### src/rtl/task_cmd_parser_if.sv
// Command-stream / task-issue bundle for task_cmd_parser.
// Ports (as signals of the bundle):
//   cmd_data, cmd_valid, cmd_ready       : host command word stream
//   task_id, task_addr, task_size        : head descriptor fields
//   task_valid, task_ready               : task issue handshake
//   task_complete                        : one-cycle pulse per finished task
// Modports: master = host/task-manager side, slave = parser side.
interface task_cmd_parser_if;
  logic [31:0] cmd_data;
  logic        cmd_valid;
  logic        cmd_ready;
  logic [31:0] task_id;
  logic [31:0] task_addr;
  logic [31:0] task_size;
  logic        task_valid;
  logic        task_ready;
  logic        task_complete;

  modport master (
    output cmd_data, cmd_valid, task_ready, task_complete,
    input  cmd_ready, task_id, task_addr, task_size, task_valid
  );

  modport slave (
    input  cmd_data, cmd_valid, task_ready, task_complete,
    output cmd_ready, task_id, task_addr, task_size, task_valid
  );
endinterface

### src/rtl/task_cmd_parser.sv
// Task command parser: assembles {id, addr, size} descriptors from a 32-bit
// command word stream, validates them, buffers valid ones in a FIFO and
// issues them on a valid/ready interface, throttled by outstanding tasks.
// Ports:
//   clk, rst        : clock, synchronous active-high reset
//   bus (slave)     : command stream in, task issue out, task_complete in
//   outstanding_cnt : issued minus completed tasks
//   err_valid       : one-cycle error pulse
//   err_code        : 1=size zero, 2=addr misaligned, 3=completion underflow
//   idle            : FIFO empty, nothing outstanding, assembler waiting for id
module task_cmd_parser #(
  parameter int unsigned FIFO_DEPTH      = 4,
  parameter int unsigned MAX_OUTSTANDING = 8,
  parameter int unsigned ADDR_ALIGN      = 64
) (
  input  logic                      clk,
  input  logic                      rst,
  task_cmd_parser_if.slave          bus,
  output logic [3:0]                outstanding_cnt,
  output logic                      err_valid,
  output logic [1:0]                err_code,
  output logic                      idle
);

  localparam int unsigned PTR_W = (FIFO_DEPTH > 1) ? $clog2(FIFO_DEPTH) : 1;
  localparam int unsigned CNT_W = PTR_W + 1;

  typedef enum logic [1:0] {S_ID, S_ADDR, S_SIZE} state_t;

  typedef struct packed {
    logic [31:0] id;
    logic [31:0] addr;
    logic [31:0] size;
  } desc_t;

  state_t             state;
  state_t             state_nxt;
  logic [31:0]        id_q;
  logic [31:0]        addr_q;
  desc_t              mem [FIFO_DEPTH];
  logic [PTR_W-1:0]   wr_ptr;
  logic [PTR_W-1:0]   rd_ptr;
  logic [CNT_W-1:0]   count;

  logic               full;
  logic               empty;
  logic               xfer;
  logic               issue;
  logic               push;
  logic               val_err;
  logic [1:0]         val_code;
  logic               underflow;
  logic               size_zero;
  logic               misaligned;
  desc_t              head;

  // FIFO status; a pop in the same cycle does not free a slot for cmd_ready
  assign full  = (count == CNT_W'(FIFO_DEPTH));
  assign empty = (count == '0);

  assign bus.cmd_ready = rst || (state != S_SIZE) || !full;
  assign xfer          = bus.cmd_valid && bus.cmd_ready;

  // Issue path straight from the FIFO head; fields read as zero when empty
  assign bus.task_valid = !rst && !empty && (outstanding_cnt < 4'(MAX_OUTSTANDING));
  assign issue          = bus.task_valid && bus.task_ready;
  assign head           = empty ? '0 : mem[rd_ptr];
  assign bus.task_id    = head.id;
  assign bus.task_addr  = head.addr;
  assign bus.task_size  = head.size;

  assign idle = rst || (empty && (outstanding_cnt == 4'd0) && (state == S_ID));

  // Descriptor checks on the incoming size word
  assign size_zero  = (bus.cmd_data == 32'd0);
  assign misaligned = ((addr_q & 32'(ADDR_ALIGN - 1)) != 32'd0);

  // Completion with nothing outstanding and no issue to cancel against
  assign underflow = bus.task_complete && (outstanding_cnt == 4'd0) && !issue;

  // Assembler state register
  always_ff @(posedge clk) begin
    if (rst) begin
      state <= S_ID;
    end else begin
      state <= state_nxt;
    end
  end

  // Assembler next state, push and validation result
  always_comb begin
    state_nxt = state;
    push      = 1'b0;
    val_err   = 1'b0;
    val_code  = 2'd0;
    case (state)
      S_ID:   if (xfer) state_nxt = S_ADDR;
      S_ADDR: if (xfer) state_nxt = S_SIZE;
      S_SIZE: begin
        if (xfer) begin
          state_nxt = S_ID;
          if (size_zero) begin
            val_err  = 1'b1;
            val_code = 2'd1;
          end else if (misaligned) begin
            val_err  = 1'b1;
            val_code = 2'd2;
          end else begin
            push = 1'b1;
          end
        end
      end
      default: state_nxt = S_ID;
    endcase
  end

  // Capture of id and addr words
  always_ff @(posedge clk) begin
    if (rst) begin
      id_q   <= '0;
      addr_q <= '0;
    end else begin
      if (xfer && (state == S_ID))   id_q   <= bus.cmd_data;
      if (xfer && (state == S_ADDR)) addr_q <= bus.cmd_data;
    end
  end

  // FIFO storage (no reset needed; occupancy is tracked by count)
  always_ff @(posedge clk) begin
    if (push) begin
      mem[wr_ptr] <= '{id: id_q, addr: addr_q, size: bus.cmd_data};
    end
  end

  // FIFO pointers and occupancy
  always_ff @(posedge clk) begin
    if (rst) begin
      wr_ptr <= '0;
      rd_ptr <= '0;
      count  <= '0;
    end else begin
      if (push)  wr_ptr <= wr_ptr + PTR_W'(1);
      if (issue) rd_ptr <= rd_ptr + PTR_W'(1);
      case ({push, issue})
        2'b10:   count <= count + CNT_W'(1);
        2'b01:   count <= count - CNT_W'(1);
        default: count <= count;
      endcase
    end
  end

  // Outstanding tracking; issue+complete in one cycle cancel out
  always_ff @(posedge clk) begin
    if (rst) begin
      outstanding_cnt <= 4'd0;
    end else if (issue && !bus.task_complete) begin
      outstanding_cnt <= outstanding_cnt + 4'd1;
    end else if (!issue && bus.task_complete && (outstanding_cnt != 4'd0)) begin
      outstanding_cnt <= outstanding_cnt - 4'd1;
    end
  end

  // Error reporting; a validation error outranks a coincident underflow
  always_ff @(posedge clk) begin
    if (rst) begin
      err_valid <= 1'b0;
      err_code  <= 2'd0;
    end else begin
      err_valid <= val_err || underflow;
      if (val_err) begin
        err_code <= val_code;
      end else if (underflow) begin
        err_code <= 2'd3;
      end
    end
  end

endmodule

### src/flat_wrapper.sv
// flat-port wrapper written by rule: the top's interface ports become plain ports
module task_cmd_parser_flat 
#(
  parameter int unsigned FIFO_DEPTH      = 4,
  parameter int unsigned MAX_OUTSTANDING = 8,
  parameter int unsigned ADDR_ALIGN      = 64
)
  (clk, rst, outstanding_cnt, err_valid, err_code, idle, bus_cmd_data, bus_cmd_valid, bus_task_ready, bus_task_complete, bus_cmd_ready, bus_task_id, bus_task_addr, bus_task_size, bus_task_valid);
  task_cmd_parser_if bus_i ();
  input  logic clk;
  input  logic rst;
  output logic [3:0] outstanding_cnt;
  output logic err_valid;
  output logic [1:0] err_code;
  output logic idle;
  input wire logic [$bits(bus_i.cmd_data)-1:0] bus_cmd_data;
  input wire logic [$bits(bus_i.cmd_valid)-1:0] bus_cmd_valid;
  input wire logic [$bits(bus_i.task_ready)-1:0] bus_task_ready;
  input wire logic [$bits(bus_i.task_complete)-1:0] bus_task_complete;
  output wire logic [$bits(bus_i.cmd_ready)-1:0] bus_cmd_ready;
  output wire logic [$bits(bus_i.task_id)-1:0] bus_task_id;
  output wire logic [$bits(bus_i.task_addr)-1:0] bus_task_addr;
  output wire logic [$bits(bus_i.task_size)-1:0] bus_task_size;
  output wire logic [$bits(bus_i.task_valid)-1:0] bus_task_valid;
  assign bus_i.cmd_data = bus_cmd_data;
  assign bus_i.cmd_valid = bus_cmd_valid;
  assign bus_i.task_ready = bus_task_ready;
  assign bus_i.task_complete = bus_task_complete;
  assign bus_cmd_ready = bus_i.cmd_ready;
  assign bus_task_id = bus_i.task_id;
  assign bus_task_addr = bus_i.task_addr;
  assign bus_task_size = bus_i.task_size;
  assign bus_task_valid = bus_i.task_valid;
  task_cmd_parser #(.FIFO_DEPTH(FIFO_DEPTH), .MAX_OUTSTANDING(MAX_OUTSTANDING), .ADDR_ALIGN(ADDR_ALIGN)) u_core (.clk(clk), .rst(rst), .bus(bus_i), .outstanding_cnt(outstanding_cnt), .err_valid(err_valid), .err_code(err_code), .idle(idle));
endmodule
### config.mk
export PLATFORM = sky130hd
export DESIGN_NAME = task_cmd_parser_flat
export DESIGN_NICKNAME = d
export VERILOG_FILES = /design/src/rtl/task_cmd_parser_if.sv /design/src/rtl/task_cmd_parser.sv /design/src/flat_wrapper.sv
export SDC_FILE = /design/constraint.sdc
export NUM_CORES = 1
export LEC_CHECK = 0
export ABC_AREA = 0
export BUFFER_PORTS_ARGS = -buffer_cell sky130_fd_sc_hd__buf_2
export CELL_PAD_IN_SITES_DETAIL_PLACEMENT = 1
export CELL_PAD_IN_SITES_GLOBAL_PLACEMENT = 2
export CORE_ASPECT_RATIO = 1.25
export CORE_UTILIZATION = 29
export DETAILED_ROUTE_END_ITERATION = 8
export PLACE_DENSITY = 0.52
export SETUP_SLACK_MARGIN = 0.4
export SLEW_MARGIN = 5
export SYNTH_ARGS = -nofsm -noshare
export SYNTH_HDL_FRONTEND = slang
export SYNTH_SLANG_ARGS = --single-unit
export TNS_END_PERCENT = 10
### constraint.sdc
create_clock -name clk -period 12.2 [get_ports clk]
set_clock_uncertainty 0.05 [all_clocks]
set_input_delay 2.44 -clock clk [delete_from_list [all_inputs] [get_ports clk]]
set_output_delay 2.44 -clock clk [all_outputs]
set_load 0.005 [all_outputs]
==> flow_summary_export.csv <==
group,metric,value,unit
sta,fin_crit_sh,0.496,
power_and_ir_drop,p_leak,6.92,nW
clock_network,clkLatencyLatePin,0.58,ns
clock_network,post_cts_resized,0,
sta,relSlewSlack,0.276,
worst_hold_path,worstHoldStart,"u_core.id_q[28]",
grt,globalRouteOverflowTotal,0,
die,ioPinCount,143,
critical_path,cp_data_required_time,9.71,ns
critical_path,worstPathMaxFanout,18,
clock_network,cts.clk_slew.worst_paths,0.06,ns
logic_synthesis,yosys_warnings,0,
grt,grt_max_degree,72,
power_and_ir_drop,p_per_area,163,nW/µm²
sta,final.setup.tns,0,ns
critical_path,cp-start-kind,"input port",
logic_synthesis,synth.avg_cell_area,17.5,µm²
layout,mostFrequentLayoutCell,"edfxtp_1",
clock_network,cts_buffers,49,
place,io_buffers,142,
logic_synthesis,synthAdderAreaFrac,0.00723,
clock_network,cts_setup_buffers,0,
die,die_w,223,µm
critical_path,worstSetupStartpoint,"rst",
sta,fmax,0.165,GHz
critical_path,cp.arrival,3.56,ns
critical_path,r2r-end,"u_core.mem[3][47]",
routing,postRouteWirelength,45800,µm
place,dpl_cell_area,19200,µm²
worst_hold_path,min_path_cells,2,
worst_hold_path,hp-class,"register to register",
critical_path,end_kind,"output port",
routing,drt_iter0_markers,478,
logic_synthesis,synth_simple_gate_area_frac,0.0797,
clock_network,ctsHoldBuffers,0,
sta,final-hold-violation-count,0,
logic_synthesis,yosysSeqAreaShare,0.746,
layout,stdcell_count,1961,
logic_synthesis,syn_nets,1057,
routing,routedWlPerCell,23.4,µm
place,placedCellCount,1872,
layout,drive_above_1_share,0.278,
critical_path,slowest_stage,"or3b_2",
routing,drcViolationCount,0,
clock_network,root_buffer,"clkbuf_16",
run_status,status,"finished, final reports clean",
logic_synthesis,synth.area.mux_share,0.126,
critical_path,regToRegStartpoint,"u_core.addr_q[3]",
sta,finalSetupViolCount,0,
worst_hold_path,hold_path_end,"u_core.id_q[28]",
layout,design_area,20700,µm²
layout,area_growth_syn_to_layout,17.3,%
sta,rsz0062_at_grt,"false",
clock_network,cts_tree,"built",
layout,mostFrequentLayoutCells,"384 x edfxtp_1, 141 x buf_2, 137 x nand2_1",
grt,grt_pass1_vias,10100,
logic_synthesis,ys_seq_elements,466,
layout,fin_nets,1204,
place,place_congestion,0.695,
place,dp_hpwl,26800,µm
logic_synthesis,synth_top_family_by_area,"multiplexers",
logic_synthesis,synth-compound-area-share,0.0231,
die,core_area,59900,µm²
layout,diodes,0,
clock_network,cts_buffer_depth,3,
die,die_h,278,µm
routing,drt_pass1_iterations,4,
routing,vias,9222,
critical_path,slowest_delay,0.49,ns
critical_path,worstSetupPathType,"input port to output port",
die,start_util,0.295,
grt,grt_pass1_wl,68200,µm
clock_network,htreeDepth,2,
sta,fin_crit,6.05,ns
critical_path,path_cells,"buf_4 > inv_1 > nand4_1 > or3b_2 > buf_2",
logic_synthesis,synthXorXnorAreaFrac,0.00347,
sta,slew_violations,0,
critical_path,regToRegSetupSlack,8.58,ns
grt,antenna_found_initial,3,
die,dieArea,61900,µm²
grt,grt.total_usage,0.151,
power_and_ir_drop,ir_drop,0.0929,mV
flow_run,cap_violations,0,
logic_synthesis,mappedNetlistArea,17700,µm²
logic_synthesis,yosysUniqueCellTypes,39,
clock_network,clock-sinks,466,
die,rows,100,
routing,antenna_left,0,
sta,worst_pin_slew,1.09,ns
logic_synthesis,netlist_instances,1011,
routing,via_per_inst,4.70,
critical_path,worstRegToRegCells,5,
==> power breakdown <==
| group | internal (mW) | switching [mW] | total, mW | leakage [nW] |
|---|---|---|---|---|
| clock network | 0.825 | 0.600 | 1.43 | 0.750 |
| registers | 1.75 | 0.0318 | 1.78 | 4.11 |
| logic | 0.0689 | 0.107 | 0.176 | 2.05 |
==> cell usage after synthesis <==
cell / number / area (µm²)
and3_1: 1 / 6.26
buf_2: 11 / 55.1
a22o_1: 1 / 8.76
clkbuf_1: 40 / 150
xor2_1: 5 / 43.8
or3_1: 2 / 12.5
mux2i_1: 3 / 30.0
inv_2: 1 / 3.75
nor4_1: 10 / 62.6
nor3_1: 3 / 15.0
edfxtp_1: 384 / 11500
mux4_2: 96 / 2160
mux2_2: 1 / 11.3
mux2i_2: 1 / 13.8
inv_1: 9 / 33.8
a21oi_1: 70 / 350
and3b_1: 1 / 8.76
dfxtp_1: 82 / 1640
nor2b_1: 1 / 6.26
or3b_2: 1 / 8.76
and2_1: 101 / 632
buf_6: 1 / 11.3
a221oi_1: 1 / 8.76
nand3_4: 1 / 17.5
ha_1: 7 / 87.6
buf_1: 4 / 15.0
o211ai_1: 1 / 7.51
nand3_1: 2 / 10.0
nor3b_2: 1 / 12.5
nand4_1: 3 / 18.8
o21bai_1: 1 / 7.51
o21ai_0: 2 / 10.0
nor2_1: 17 / 63.8
nand2_1: 138 / 518
or4_1: 1 / 7.51
fa_1: 2 / 40.0
nand3b_1: 1 / 7.51
xnor2_1: 2 / 17.5
a21o_1: 2 / 15.0
==> layout make-up <==
class	count	area, µm²
multi-input combinational	479	4240
fill	6048	39200
clock inverter	15	123
timing repair buffer	152	788
sequential	466	13200
inverter	10	37.5
tap	765	957
clock buffer	74	1390
==> worst max-delay path: cells and delay by family <==
family,cells,cell delay (ns)
simple gates,2,0.65
buf+inv,3,0.47
==> registers in the layout, indices dropped and copies added (netlist names), 2 cells and up, named ones only <==
register                flops
u_core.count                3
u_core.err_code             2
u_core.addr_q              32
u_core.mem                384
u_core.id_q                32
u_core.rd_ptr               2
u_core.outstanding_cnt      4
u_core.wr_ptr               2
u_core.state                2
==> metrics by stage <==
stage,power (mW),util,worst slack [ns],hold slack [ns]
floorplan,1.91,-,6.22,0.405
global placement,2.00,0.320,6.14,0.426
detailed placement,2.00,0.320,6.12,0.446
CTS,3.44,0.346,6.12,0.458
global route,3.51,0.346,6.06,0.478
finish,3.38,0.346,6.15,0.451
==> how the worst max path moves through the flow <==
| stage | end |
|---|---|
| 6_report | bus_cmd_ready |
| 5_1_grt | bus_cmd_ready |
| 4_1_cts | bus_cmd_ready |
| 3_5_place_dp | bus_cmd_ready |
| 3_3_place_gp | bus_cmd_ready |
| 2_1_floorplan | u_core.mem[0][0] |
==> kinds of logic (layout without fill, tap and decap cells) <==
logic type | count (synthesis) | after routing
AOI/OAI and AO/OA | 78 | 78
xor gates and xnor gates | 7 | 7
adders and majority gates | 9 | 9
buffers and inverters | 66 | 251
DFF | 466 | 466
muxes | 101 | 101
and+or+nand+nor | 284 | 284
==> per-layer routing <==
layer | wire length [µm] | part of all wire | vias up | track usage
met1 | 19900 | 0.43 | 4844 | 0.196
li1 | - | - | 4134 | -
met4 | 888 | 0.019 | 4 | 0.0398
met5 | 25 | 0.00055 | - | 0
met3 | 1930 | 0.042 | 61 | 0.0258
met2 | 23100 | 0.50 | 179 | 0.259
Power figures use the tool's default switching activity.
